$ cat src/rtl/priority_encoder_16x4_if.sv
// Request/code bus for priority_encoder_16x4: request lines in; one code at a time out,
// with a valid/ready handshake.
interface priority_encoder_16x4_if;
    logic [15:0] inputs;
    logic        enabled;
    logic        ready;
    logic [3:0]  outputs;
    logic        valid;
    logic [15:0] pending;
    logic        overrun;

    modport master (output inputs, enabled, ready,
                    input  outputs, valid, pending, overrun);
    modport slave  (input  inputs, enabled, ready,
                    output outputs, valid, pending, overrun);
endinterface

$ cat src/rtl/priority_encoder_16x4.sv
// Sequential 16-to-4 priority encoder: latches request events and hands out one index per handshake.
// Define PRIORITY_ENCODER_ROUND_ROBIN_EN for rotating priority; otherwise index 15 always wins.
module priority_encoder_16x4 (
    input  logic                          clk,
    input  logic                          reset_n,
    priority_encoder_16x4_if.slave        bus
);
    typedef enum logic {IDLE, PRESENT} state_t;

    state_t      state_q, state_d;
    logic [15:0] pend_q;
    logic [3:0]  code_q;
    logic        ovr_q;
    logic        accept;
    logic        load;
    logic [15:0] clr;
    logic [3:0]  sel;

    assign accept = (state_q == PRESENT) && bus.ready;
    assign clr    = accept ? (16'h0001 << code_q) : 16'h0000;
    assign load   = (state_q == IDLE) && bus.enabled && (pend_q != 16'h0000);

`ifdef PRIORITY_ENCODER_ROUND_ROBIN_EN
    logic [3:0] ptr_q;

    // Walk from the farthest candidate to the nearest so the nearest (ptr-1) wins.
    always_comb begin
        logic [3:0] idx;
        sel = 4'd0;
        idx = 4'd0;
        for (int k = 16; k >= 1; k--) begin
            idx = ptr_q - 4'(k);
            if (pend_q[idx]) sel = idx;
        end
    end

    always_ff @(posedge clk or negedge reset_n) begin
        if (!reset_n)    ptr_q <= 4'd0;
        else if (accept) ptr_q <= code_q;
    end
`else
    always_comb begin
        sel = 4'd0;
        for (int i = 0; i < 16; i++)
            if (pend_q[i]) sel = 4'(i);
    end
`endif

    always_comb begin
        state_d = state_q;
        case (state_q)
            IDLE:    if (load)      state_d = PRESENT;
            PRESENT: if (bus.ready) state_d = IDLE;
            default:                state_d = IDLE;
        endcase
    end

    always_ff @(posedge clk or negedge reset_n) begin
        if (!reset_n) state_q <= IDLE;
        else          state_q <= state_d;
    end

    // Set beats clear on the same bit, so a re-pulse on the accepting edge survives.
    always_ff @(posedge clk or negedge reset_n) begin
        if (!reset_n) begin
            pend_q <= 16'h0000;
            code_q <= 4'd0;
            ovr_q  <= 1'b0;
        end else begin
            pend_q <= (pend_q & ~clr) | bus.inputs;
            ovr_q  <= |(bus.inputs & pend_q & ~clr);
            if (load) code_q <= sel;
        end
    end

    assign bus.outputs = code_q;
    assign bus.valid   = (state_q == PRESENT);
    assign bus.pending = pend_q;
    assign bus.overrun = ovr_q;
endmodule

$ cat src/flat_wrapper.sv
// flat-port wrapper written by rule: the top's interface ports become plain ports
module priority_encoder_16x4_flat 
  (clk, reset_n, bus_inputs, bus_enabled, bus_ready, bus_outputs, bus_valid, bus_pending, bus_overrun);
  priority_encoder_16x4_if bus_i ();
  input  logic clk;
  input  logic reset_n;
  input wire logic [$bits(bus_i.inputs)-1:0] bus_inputs;
  input wire logic [$bits(bus_i.enabled)-1:0] bus_enabled;
  input wire logic [$bits(bus_i.ready)-1:0] bus_ready;
  output wire logic [$bits(bus_i.outputs)-1:0] bus_outputs;
  output wire logic [$bits(bus_i.valid)-1:0] bus_valid;
  output wire logic [$bits(bus_i.pending)-1:0] bus_pending;
  output wire logic [$bits(bus_i.overrun)-1:0] bus_overrun;
  assign bus_i.inputs = bus_inputs;
  assign bus_i.enabled = bus_enabled;
  assign bus_i.ready = bus_ready;
  assign bus_outputs = bus_i.outputs;
  assign bus_valid = bus_i.valid;
  assign bus_pending = bus_i.pending;
  assign bus_overrun = bus_i.overrun;
  priority_encoder_16x4 u_core (.clk(clk), .reset_n(reset_n), .bus(bus_i));
endmodule
$ cat config.mk
export PLATFORM = sky130hd
export DESIGN_NAME = priority_encoder_16x4_flat
export DESIGN_NICKNAME = d
export VERILOG_FILES = /design/src/rtl/priority_encoder_16x4_if.sv /design/src/rtl/priority_encoder_16x4.sv /design/src/flat_wrapper.sv
export SDC_FILE = /design/constraint.sdc
export NUM_CORES = 1
export LEC_CHECK = 0
export BUFFER_PORTS_ARGS = -buffer_cell sky130_fd_sc_hd__buf_4
export CORE_UTILIZATION = 30
export DETAILED_ROUTE_END_ITERATION = 10
export GPL_TIMING_DRIVEN = 0
export PLACE_DENSITY = 0.58
export SYNTH_ARGS = -nofsm -noshare
export SYNTH_HDL_FRONTEND = slang
export SYNTH_SLANG_ARGS = --single-unit
export TNS_END_PERCENT = 100
$ cat constraint.sdc
create_clock -name clk -period 3.2 [get_ports clk]
set_input_delay 0.32 -clock clk [delete_from_list [all_inputs] [get_ports clk]]
set_output_delay 0.32 -clock clk [all_outputs]
set_load 0.03 [all_outputs]
; After elaboration in Yosys (flattened, before gate mapping)
; Cells that the tools add are included.
[word_totals]
inputBits = 20
mem_bits_rw = 0
mem_bits_ro = 0
register_bits = 22
out_inout_bits = 22
wordCells = 35
latchBits = 0
mem_count = 0
[op_classes]
bitwise_logic = 6
shifts = 1
mul = 0
reduce_logical = 5
magnitude_cmp = 0
mux = 19
n_eq_ne = 0
n_addsub = 0
div_mod_pow = 0
[ops]
columns = op, n
row1 = 4-bit 2-to-1 mux, 14
row2 = 16-bit AND, 3
row3 = 16-bit 2-to-1 mux, 1
row4 = 16-bit NOT, 1
row5 = 16-bit OR, 1
row6 = 16-bit nonzero test, 1
row7 = 16-bit OR reduction, 1
row8 = 1-bit by 4-bit << shifter with 16-bit output (first input constant), 1
row9 = 1-bit logical AND, 3
row10 = 1-bit 2-to-1 mux, 3
row11 = 1-bit case mux with 2 select lines, 1
row12 = 1-bit NOT, 1

; Longest topological paths before layout
; Gate-level depths: netlist of run 1.
[logic_depth]
depth_word = 15
depth_mapped = 5
ltp_nobuf = 5

; Worst setup path after synthesis of run 1
; OpenSTA, ideal clock, no wires.
[synth_path]
path_type = register to register
from = reg u_core.code_q[2] (netlist: u_core.bus.outputs[2])
to = reg u_core.ovr_q (netlist: u_core.bus.overrun)
arrival_ns = 1.668
n_path_buf = 0
required_ns = 3.062
period_less_slack_ns = 1.806
setup_slack_ns = 1.394
stages_incl_launch_ff = 6
setup_ns = 0.138
path_cell_list = dfrtp_1 -> and4bb_2 -> nand2_2 -> a32oi_1 -> nand3_1 -> or4_1
[synth_via]
elab_chain_len = 5
[synth_rtl]
columns = element, line
row1 = start: declaration, priority_encoder_16x4.sv:12  ; logic [3:0] code_q;
row2 = start signal: assignment, priority_encoder_16x4.sv:72  ; if (load) code_q <= sel;
row3 = 1-bit by 4-bit << shifter with 16-bit output, priority_encoder_16x4.sv:20  ; assign clr = accept ? (16'h0001 << code_q) : 16'h0000;
row4 = 16-bit 2-to-1 mux, priority_encoder_16x4.sv:20
row5 = 16-bit NOT, priority_encoder_16x4.sv:71  ; ovr_q <= |(bus.inputs & pend_q & ~clr);
row6 = 16-bit AND, priority_encoder_16x4.sv:71
row7 = 16-bit OR reduction, priority_encoder_16x4.sv:71
row8 = end signal: assignment, priority_encoder_16x4.sv:71
row9 = end: declaration, priority_encoder_16x4.sv:13  ; logic ovr_q;
; Every way passes these cells.
; A chain may end at the register's enable or synchronous reset.

; Worst setup path after layout of run 1
; Same ends and word-level chain as after synthesis.

==> flow_metrics.env, run 1 <==
export IMPL_regToRegStartpoint="u_core.bus.outputs[2]$_DFFE_PN0P_"
export IMPL_post_layout_nonfiller_instances=209
export IMPL_arrival_ns=1.99
export IMPL_clock_power_share=0.252
export IMPL_finalNetCount=185
export IMPL_core_um2=3470
export IMPL_fin_crit_sh=0.581
export IMPL_cts_max_level=1
export IMPL_hold_end="u_core.bus.pending[5]$_DFF_PN0_"
export IMPL_gp_congestion=0.811
export IMPL_wirelength_um=3070
export IMPL_dpl_hpwl_um=2430
export IMPL_skew_ns=0.00282
export IMPL_combPwrFrac=0.259
export IMPL_grt_use_total=0.168
export IMPL_insertion_delay_ns=0.26
export IMPL_worst_pin_slew_ns=0.289
export IMPL_vias=1088
export IMPL_power_switching_share=0.326
export IMPL_ctsRootBufferMaster="clkbuf_8"
export IMPL_p_sw_w=0.000221
export IMPL_internal_power_w=0.000457
export IMPL_cts_sinks=22
export IMPL_path_max_fanout=6
export IMPL_cts_resized=0
export IMPL_viasPerCell=5.21
export IMPL_synth_nets=138
export IMPL_ir_drop_mv=0.135
export IMPL_portBuffers=41
export IMPL_async_flop_share=1.00
export IMPL_initial_core_util=0.323
export IMPL_synth_cell_types=30
export IMPL_synth_warnings=0
export IMPL_cts_buffers=3
export IMPL_n_antenna_cell=0
export IMPL_max_freq_mhz=538
export IMPL_min_period_ns=1.86
export IMPL_cts_tree="yes"
export IMPL_dp_cells=205
export IMPL_die_width_um=63.1
export IMPL_syn_inst=118
export IMPL_hold_depth=2
export IMPL_first_iter_violations=76
export IMPL_drive_gt1_frac=0.319
export IMPL_die_h_um=63.1
export IMPL_rows=21
export IMPL_grt_setup_unrepaired="no"
export IMPL_synth_main_ff_cell="dfrtp_1"
export IMPL_cp_end_kind="register"
export IMPL_slew_headroom=0.807
export IMPL_grt_ovfl_total=0
export IMPL_final_setup_viol_count=0
export IMPL_clockBufferDepth=2
export IMPL_wire_per_inst_um=14.7
export IMPL_r2r_setup_slack_ns=1.34
export IMPL_grt_pass1_vias=1089
export IMPL_synth_edf_count=0
export IMPL_cap_violations=0
export IMPL_p_leak_nw=0.604
export IMPL_firstDrtPassIters=4
export IMPL_worstReg2RegEnd="u_core.bus.overrun$_DFF_PN0_"
export IMPL_min_from="bus_inputs[5]"
export IMPL_yosys_area_top_type_share=0.491
export IMPL_tns_ns=0
export IMPL_clkTransAtPathRegs_ns=0.08
export IMPL_ys_seq_elements=22
export IMPL_drtAntennaViolNets=0
export IMPL_netlist_area_um2=1120
export IMPL_syn_area_per_cell_um2=9.50
export IMPL_grt_pass1_wl_um=5230
export IMPL_die_area_um2=3990
export IMPL_status="finished, final reports clean"
export IMPL_synth_top_area_cell="dfrtp_1"
export IMPL_critPathLaunchType="register"
export IMPL_slew_violations=0
export IMPL_num_io_pins=42
export IMPL_hold_viol_final=0
export IMPL_grt_max_degree=23
export IMPL_power_density_nw_per_um2=441
export IMPL_antenna_found_initial=0
export IMPL_worstSetupPathType="reg2reg"
export IMPL_hold_class="in2reg"
export IMPL_yosysSeqAreaShare=0.491
export IMPL_seqPwrFrac=0.489
export IMPL_reg2regPathDepth=5
export IMPL_crit_required_ns=3.33
export IMPL_drc=0
export IMPL_synth_area_top_cells="dfrtp_1, a21o_1, nand3_1, nand2_1, or4_1"
export IMPL_area_growth_pct=37.2
[layout make-up]
type,instances,area [um2]
Clock buffer,3,41.3
Fill cell,360,1930
Inverter,2,7.51
Multi-Input combinational cell,94,563
Sequential cell,22,551
Tap cell,46,57.6
Timing Repair Buffer,42,318
[cell usage in the layout, fill, tap and decap left out, types with 2 or more instances in the layout]
master / n
nand3_1: 20
or4_1: 5
a21oi_1: 5
clkbuf_8: 3
a21o_1: 14
o21ai_0: 2
and2b_1: 2
nand2_1: 13
and4b_2: 2
inv_1: 2
dfrtp_1: 22
nor2_1: 8
nand4_1: 3
o21ai_1: 2
buf_4: 41
nand2b_1: 2
[state kept, by name, indices dropped and copies added, names as in the netlist]
name	flops
u_core.bus.outputs	4
u_core.bus.overrun	1
u_core.bus.pending	16
u_core.bus.valid	1
[worst max-delay path, cell delays in order, from the launching register on]
cell and delay (ns):
dfrtp_1 0.43, and4bb_2 0.39, nand2_2 0.07, a32oi_1 0.23, nand3_1 0.09, or4_1 0.51
[synthesized netlist by cell type (3+ instances only)]
library cell,n
nand4_1,3
a21o_1,14
nor2_1,8
a21oi_1,5
nand2_1,13
nand3_1,20
or4_1,5
dfrtp_1,22
[per-stage QoR]
| step | power (W) | instance area [um2] | hold WS, ns | setup WS (ns) | util |
|---|---|---|---|---|---|
| after floorplan | 0.000430 | 1120 | 0.0244 | 1.39 | - |
| after global placement | 0.000509 | 1490 | 0.224 | 1.39 | 0.429 |
| final | 0.000678 | 1540 | 0.242 | 1.34 | 0.443 |
| after CTS | 0.000685 | 1540 | 0.239 | 1.34 | 0.443 |
| after detailed placement | 0.000512 | 1490 | 0.230 | 1.39 | 0.429 |
| after global routing | 0.000716 | 1540 | 0.238 | 1.26 | 0.443 |
[cells by family (layout without fill, tap and decap cells)]
logic type	Yosys count	in the layout	share of synthesized area
buffers and inverters	2	47	0.00670
flip-flops	22	22	0.491
AND/OR/NAND/NOR	63	63	0.310
AO/OA/AOI/OAI	31	31	0.192
[metal layers]
layer | track usage | vias to the layer above | wire length [um]
met5 | 0 | - | 0
met4 | 0.0436 | 0 | 26
met3 | 0.0326 | 4 | 176
met1 | 0.228 | 513 | 1430
met2 | 0.270 | 38 | 1430
li1 | - | 533 | -
[power groups by stage]
stage	registers (W)	logic, W	clock network (W)
2_1_floorplan	0.000370	0.0000604	0
3_3_place_gp	0.000335	0.000174	0
3_5_place_dp	0.000337	0.000175	0
4_1_cts	0.000332	0.000177	0.000177
5_1_grt	0.000339	0.000189	0.000188
6_report	0.000332	0.000175	0.000171
[how the worst max path moves through the flow]
stage               cells after the start                              start  slack (ns)                            to
finish                                  5  u_core.bus.outputs[2]$_DFFE_PN0P_        1.34  u_core.bus.overrun$_DFF_PN0_
global route                            5  u_core.bus.outputs[3]$_DFFE_PN0P_        1.26  u_core.bus.overrun$_DFF_PN0_
CTS                                     5  u_core.bus.outputs[3]$_DFFE_PN0P_        1.34  u_core.bus.overrun$_DFF_PN0_
detailed placement                      5  u_core.bus.outputs[2]$_DFFE_PN0P_        1.39  u_core.bus.overrun$_DFF_PN0_
global placement                        5  u_core.bus.outputs[3]$_DFFE_PN0P_        1.39  u_core.bus.overrun$_DFF_PN0_
floorplan                               5  u_core.bus.outputs[2]$_DFFE_PN0P_        1.39  u_core.bus.overrun$_DFF_PN0_
[timing repair]
action	CTS	global route
hold buffers	1	0
setup buffers	0	0
endpoints found under the hold margin	22	0
endpoints found under the setup margin	0	0
(Power assumes the default switching activity.)
==> run 2, diff against run 1 <==
--- a/config.mk
+++ b/config.mk
@@ -9,7 +9,7 @@
 export CORE_UTILIZATION = 30
 export DETAILED_ROUTE_END_ITERATION = 10
 export GPL_TIMING_DRIVEN = 0
-export PLACE_DENSITY = 0.58
+export PLACE_DENSITY = 0.6
 export SYNTH_ARGS = -nofsm -noshare
 export SYNTH_HDL_FRONTEND = slang
 export SYNTH_SLANG_ARGS = --single-unit
==> constraint.sdc (replaced) <==
create_clock -name clk -period 1.52 [get_ports clk]
set_input_delay 0.152 -clock clk [delete_from_list [all_inputs] [get_ports clk]]
set_output_delay 0.152 -clock clk [all_outputs]
set_load 0.03 [all_outputs]
==> run 2 against run 1 <==
  * The run now ends with setup timing left
  * Sequential share of layout area decreased by 4.7 points
  * Die area unchanged
  * Worst setup slack got worse by 1.6 ns
  * Register-to-register slack got worse by 1.6 ns
  * Clock power increased to 3.2 times the previous value
  * Global-route usage increased by 2.0 points
  * Core utilization increased by 8.5 points
  * Critical path type unchanged
  * Largest cell class unchanged
  * Largest power group unchanged
==> flow_metrics.env, run 2 (same netlist as run 1, synthesis figures left out) <==
export IMPL_status="complete, but fails checks"
export IMPL_violations="setup timing"
export IMPL_gp_congestion=0.839
export IMPL_skew_ns=0.00704
export IMPL_path_max_fanout=5
export IMPL_final_cell_mix="buf_4, nand3_1, dfrtp_2, a21o_1, nand2_1"
export IMPL_initial_core_util=0.323
export IMPL_cts_tree="yes"
export IMPL_grt_pass1_wl_um=5870
export IMPL_crit_required_ns=1.66
export IMPL_p_leak_nw=0.714
export IMPL_slew_violations=0
export IMPL_num_io_pins=42
export IMPL_slew_headroom=0.809
export IMPL_worstReg2RegEnd="u_core.bus.overrun$_DFF_PN0_"
export IMPL_fin_crit_sh=1.16
export IMPL_insertion_delay_ns=0.26
export IMPL_arrival_ns=1.91
export IMPL_first_iter_violations=38
export IMPL_largest_reg_flops=16
export IMPL_clkTransAtPathRegs_ns=0.09
export IMPL_ctsRootBufferMaster="clkbuf_8"
export IMPL_grt_ovfl_total=0
export IMPL_hold_class="in2reg"
export IMPL_cp_endpoint="u_core.bus.overrun$_DFF_PN0_"
export IMPL_cts_sinks=22
export IMPL_viasPerCell=5.28
export IMPL_wirelength_um=3500
export IMPL_antenna_found_initial=0
export IMPL_power_density_nw_per_um2=923
export IMPL_wire_per_inst_um=15.3
export IMPL_grt_use_total=0.187
export IMPL_die_width_um=63.1
export IMPL_area_growth_pct=63.4
export IMPL_critPathLaunchType="register"
export IMPL_cap_violations=0
export IMPL_drc=0
export IMPL_rows=21
export IMPL_firstDrtPassIters=4
export IMPL_worstSetupStartpoint="u_core.bus.outputs[2]$_DFFE_PN0P_"
export IMPL_whs_ns=0.0676
export IMPL_n_antenna_cell=0
export IMPL_dpl_hpwl_um=2420
export IMPL_grt_setup_unrepaired="yes"
export IMPL_reg2regPathDepth=5
export IMPL_portBuffers=41
export IMPL_vias=1209
export IMPL_core_um2=3470
export IMPL_ir_drop_mv=0.392
export IMPL_dp_cells=205
export IMPL_post_layout_nonfiller_instances=229
export IMPL_min_period_ns=1.77
export IMPL_layout_area_seq_um2=571
export IMPL_hold_viol_final=0
export IMPL_worstSetupPathType="reg2reg"
export IMPL_r2r_setup_slack_ns=-0.25
export IMPL_grt_max_degree=23
export IMPL_cp_end_kind="register"
export IMPL_layout_setup_ws_ns=-0.247
export IMPL_grt_pass1_vias=1171
export IMPL_die_h_um=63.1
export IMPL_regToRegStartpoint="u_core.bus.outputs[2]$_DFFE_PN0P_"
export IMPL_multi_input_area_um2=664
export IMPL_final_setup_viol_count=2
export IMPL_drive_gt1_frac=0.596
export IMPL_worst_pin_slew_ns=0.286
export IMPL_final_common_cell="buf_4"
export IMPL_max_freq_mhz=566
export IMPL_cts_max_level=1
export IMPL_die_area_um2=3990
export IMPL_finalNetCount=204
export IMPL_fill_cells=342
export IMPL_clockBufferDepth=2
export IMPL_cts_buffers=3
export IMPL_drtAntennaViolNets=0
-- run 2: worst max-delay path: stages (launching register included) --
cell      delay (ns)
dfrtp_2         0.43
and4bb_4        0.39
nand2_1         0.08
nand3_1         0.12
nand4_1         0.10
or4_4           0.53
-- run 2: stage by stage --
stage	setup slack, ns	power [W]	TNS (ns)	util	instance area (um2)
finish	-0.247	0.00169	-0.312	0.528	1830
global route	-0.303	0.00178	-0.538	0.528	1830
CTS	-0.224	0.00167	-0.262	0.508	1760
detailed placement	-0.295	0.00109	-0.542	0.443	1540
global placement	-0.289	0.00109	-0.540	0.443	1540
floorplan	-0.180	0.000924	-0.400	-	1170
-- run 2: repair_timing --
| item | 4_1_cts | 5_1_grt |
|---|---|---|
| endpoints found under the hold margin | 22 | 0 |
| buffers inserted | 16 | 3 |
| resized for setup | 8 | 12 |
| hold buffers | 1 | 0 |
| pin swaps | 12 | 11 |
| setup endpoints to repair | 4 | 4 |
| cloned | 0 | 0 |
-- run 2: worst min path at each step --
stage	startpoint	to	cells past startpoint
finish	bus_inputs[7]	u_core.bus.pending[7]$_DFF_PN0_	2
global route	bus_inputs[5]	u_core.bus.pending[5]$_DFF_PN0_	2
CTS	bus_inputs[6]	u_core.bus.pending[6]$_DFF_PN0_	2
floorplan	reset_n	u_core.bus.outputs[0]$_DFFE_PN0P_	0
detailed placement	reset_n	u_core.bus.overrun$_DFF_PN0_	1
global placement	reset_n	u_core.bus.outputs[3]$_DFFE_PN0P_	1
-- run 2: cell type report --
cell class | count | area share
timing repair buffer | 61 | 0.251
sequential | 22 | 0.311
clock buffer | 3 | 0.0225
multi-input combinational | 94 | 0.363
clock inverter | 1 | 0.0164
inverter | 2 | 0.00410
tap | 46 | 0.0314
-- run 2: per-layer routing --
metal  GRT usage  share of wire
met5           0              0
met4      0.0262         0.0029
met3      0.0272          0.055
met2       0.308           0.48
met1       0.264           0.46
-- run 2: where the power goes --
part / internal, W / leakage (nW) / switching (W) / total, W
combinational: 0.000191 / 0.485 / 0.000240 / 0.000432
clock: 0.000352 / 0.0357 / 0.000196 / 0.000548
sequential: 0.000634 / 0.193 / 0.0000770 / 0.000711
total: 0.00118 / 0.714 / 0.000513 / 0.00169
==> run 3, diff against run 2 <==
--- a/config.mk
+++ b/config.mk
@@ -7,9 +7,11 @@
 export LEC_CHECK = 0
 export BUFFER_PORTS_ARGS = -buffer_cell sky130_fd_sc_hd__buf_4
 export CORE_UTILIZATION = 30
+export CTS_BUF_LIST = sky130_fd_sc_hd__clkbuf_2 sky130_fd_sc_hd__clkbuf_4 sky130_fd_sc_hd__clkbuf_8
 export DETAILED_ROUTE_END_ITERATION = 10
 export GPL_TIMING_DRIVEN = 0
 export PLACE_DENSITY = 0.6
+export REMOVE_ABC_BUFFERS = 1
 export SYNTH_ARGS = -nofsm -noshare
 export SYNTH_HDL_FRONTEND = slang
 export SYNTH_SLANG_ARGS = --single-unit
==> run 3 against run 2 <==
  * Largest cell class unchanged
  * Power shrank 8.2%
  * Clock-buffer cell count unchanged
  * Cell count rose by 2.2%
  * Largest power group unchanged
  * Non-clock buffer count grew 6
  * Critical path type unchanged
  * Maximum frequency is 0.99% lower
  * The run still ends with setup timing left
  * Sequential share of layout area fell by 1.2 points
==> flow_metrics.env, run 3 (same netlist as run 1, synthesis figures left out) <==
export IMPL_worstSetupPathType="reg2reg"
export IMPL_drive_gt1_frac=0.564
export IMPL_cts_tree="yes"
export IMPL_die_area_um2=3990
export IMPL_whs_ns=0.0746
export IMPL_wirelength_um=3700
export IMPL_path_max_fanout=5
export IMPL_violations="setup timing"
export IMPL_slew_violations=0
export IMPL_layout_setup_ws_ns=-0.265
export IMPL_die_width_um=63.1
export IMPL_max_stage_delay_ns=0.49
export IMPL_largest_reg_flops=16
export IMPL_final_common_cell="buf_4"
export IMPL_core_um2=3470
export IMPL_power_density_nw_per_um2=827
export IMPL_insertion_delay_ns=0.26
export IMPL_cap_violations=0
export IMPL_slew_headroom=0.800
export IMPL_final_setup_viol_count=3
export IMPL_gp_congestion=0.807
export IMPL_status="complete, but fails checks"
export IMPL_cts_max_level=1
export IMPL_ctsRootBufferMaster="clkbuf_8"
export IMPL_cts_buffers=3
export IMPL_firstDrtPassIters=4
export IMPL_finalNetCount=210
export IMPL_num_io_pins=42
export IMPL_max_freq_mhz=560
export IMPL_clockBufferDepth=2
export IMPL_clkTransAtPathRegs_ns=0.08
export IMPL_n_antenna_cell=0
export IMPL_wire_per_inst_um=15.8
export IMPL_hold_class="in2reg"
export IMPL_grt_use_total=0.189
export IMPL_vias=1226
export IMPL_viasPerCell=5.24
export IMPL_worst_pin_slew_ns=0.300
export IMPL_grt_max_degree=23
export IMPL_drc=0
export IMPL_path_cells="and4bb_4 -> nand2_4 -> a32oi_2 -> nand3_1 -> or4_1"
export IMPL_final_cell_mix="buf_4, a21o_1, nand3_1, dfrtp_1"
export IMPL_initial_core_util=0.323
export IMPL_grt_ovfl_total=0
export IMPL_grt_setup_unrepaired="yes"
export IMPL_crit_required_ns=1.66
export IMPL_slowest_stage="or4_1"
export IMPL_cts_sinks=22
export IMPL_min_period_ns=1.78
export IMPL_area_growth_pct=67.5
export IMPL_die_h_um=63.1
export IMPL_grt_pass1_wl_um=5840
export IMPL_hold_viol_final=0
export IMPL_portBuffers=41
export IMPL_skew_ns=0.00301
export IMPL_critPathLaunchType="register"
export IMPL_dp_cells=205
export IMPL_first_iter_violations=47
export IMPL_drtAntennaViolNets=0
export IMPL_cp_end_kind="register"
export IMPL_ir_drop_mv=0.575
export IMPL_place_ws_ns=-0.265
export IMPL_antenna_found_initial=0
export IMPL_fin_crit_sh=1.17
export IMPL_rows=21
export IMPL_post_layout_nonfiller_instances=234
export IMPL_arrival_ns=1.93
export IMPL_p_leak_nw=0.765
export IMPL_grt_pass1_vias=1166
export IMPL_dpl_hpwl_um=2380
-- run 3: cell count changes in the layout (fill, tap and decap cells not counted), moves of 2 or more --
cell,before,now
dfrtp_1,6,13
nand3_1,16,14
dfrtp_2,16,9
nor2_1,5,7
buf_6,0,7
-- run 3: area by class of cell --
class | count | area (um2)
clock buffer | 3 | 41.3
fill | 337 | 1590
inverter | 2 | 7.51
multi-input combinational | 94 | 678
sequential | 22 | 562
tap | 46 | 57.6
timing repair buffer | 67 | 532
-- run 3: worst max-delay path: cells and delay by family, from the launching register on --
kind	cells	cell delay, ns
DFF	1	0.43
and+or+nand+nor	4	1.06
AOI/OAI and AO/OA	1	0.17
-- run 3: routing by layer --
layer  routed length [um]  global-route usage  up-vias
met5                    0                   0        -
met4                   66              0.0610        0
met3                  216              0.0507        8
met2                 1880               0.308       47
met1                 1530               0.240      586
li1                     -                   -      585
-- run 3: per-stage QoR --
step / total power [W] / setup TNS, ns / util / area [um2]
after floorplan: 0.000905 / -0.858 / - / 1120
after global placement: 0.00107 / -0.775 / 0.429 / 1490
after detailed placement: 0.00108 / -0.865 / 0.429 / 1490
after CTS: 0.00154 / -0.380 / 0.519 / 1800
after global routing: 0.00164 / -0.744 / 0.541 / 1880
final: 0.00155 / -0.506 / 0.541 / 1880
-- run 3: power by group --
group	switching (W)	internal [W]	leakage, nW
sequential	0.0000739	0.000629	0.197
combinational	0.000256	0.000227	0.547
clock	0.000189	0.000177	0.0216
total	0.000519	0.00103	0.765
-- run 3: path summary, 6_finish.rpt --
kind | startpoint | to | slack (ns) | cells past startpoint
setup reg to reg | u_core.bus.outputs[2]$_DFFE_PN0P_ | u_core.bus.overrun$_DFF_PN0_ | -0.26 | 5
hold / removal | bus_inputs[9] | u_core.bus.pending[9]$_DFF_PN0_ | 0.07 | 2
hold reg to reg | u_core.bus.pending[0]$_DFF_PN0_ | u_core.bus.pending[0]$_DFF_PN0_ | 0.56 | 1
min in group asynchronous | reset_n | u_core.bus.valid$_DFF_PN0_ | 0.31 | 2
max in group asynchronous | reset_n | u_core.bus.pending[9]$_DFF_PN0_ | 0.95 | 2
setup / recovery | u_core.bus.outputs[2]$_DFFE_PN0P_ | u_core.bus.overrun$_DFF_PN0_ | -0.26 | 5
-- run 3: what timing repair did --
action	CTS	global route
pin swaps	11	7
endpoints found under the setup margin	4	6
buffers inserted	22	3
gates resized for setup	32	11
endpoints found under the hold margin	22	0
hold buffers	1	0
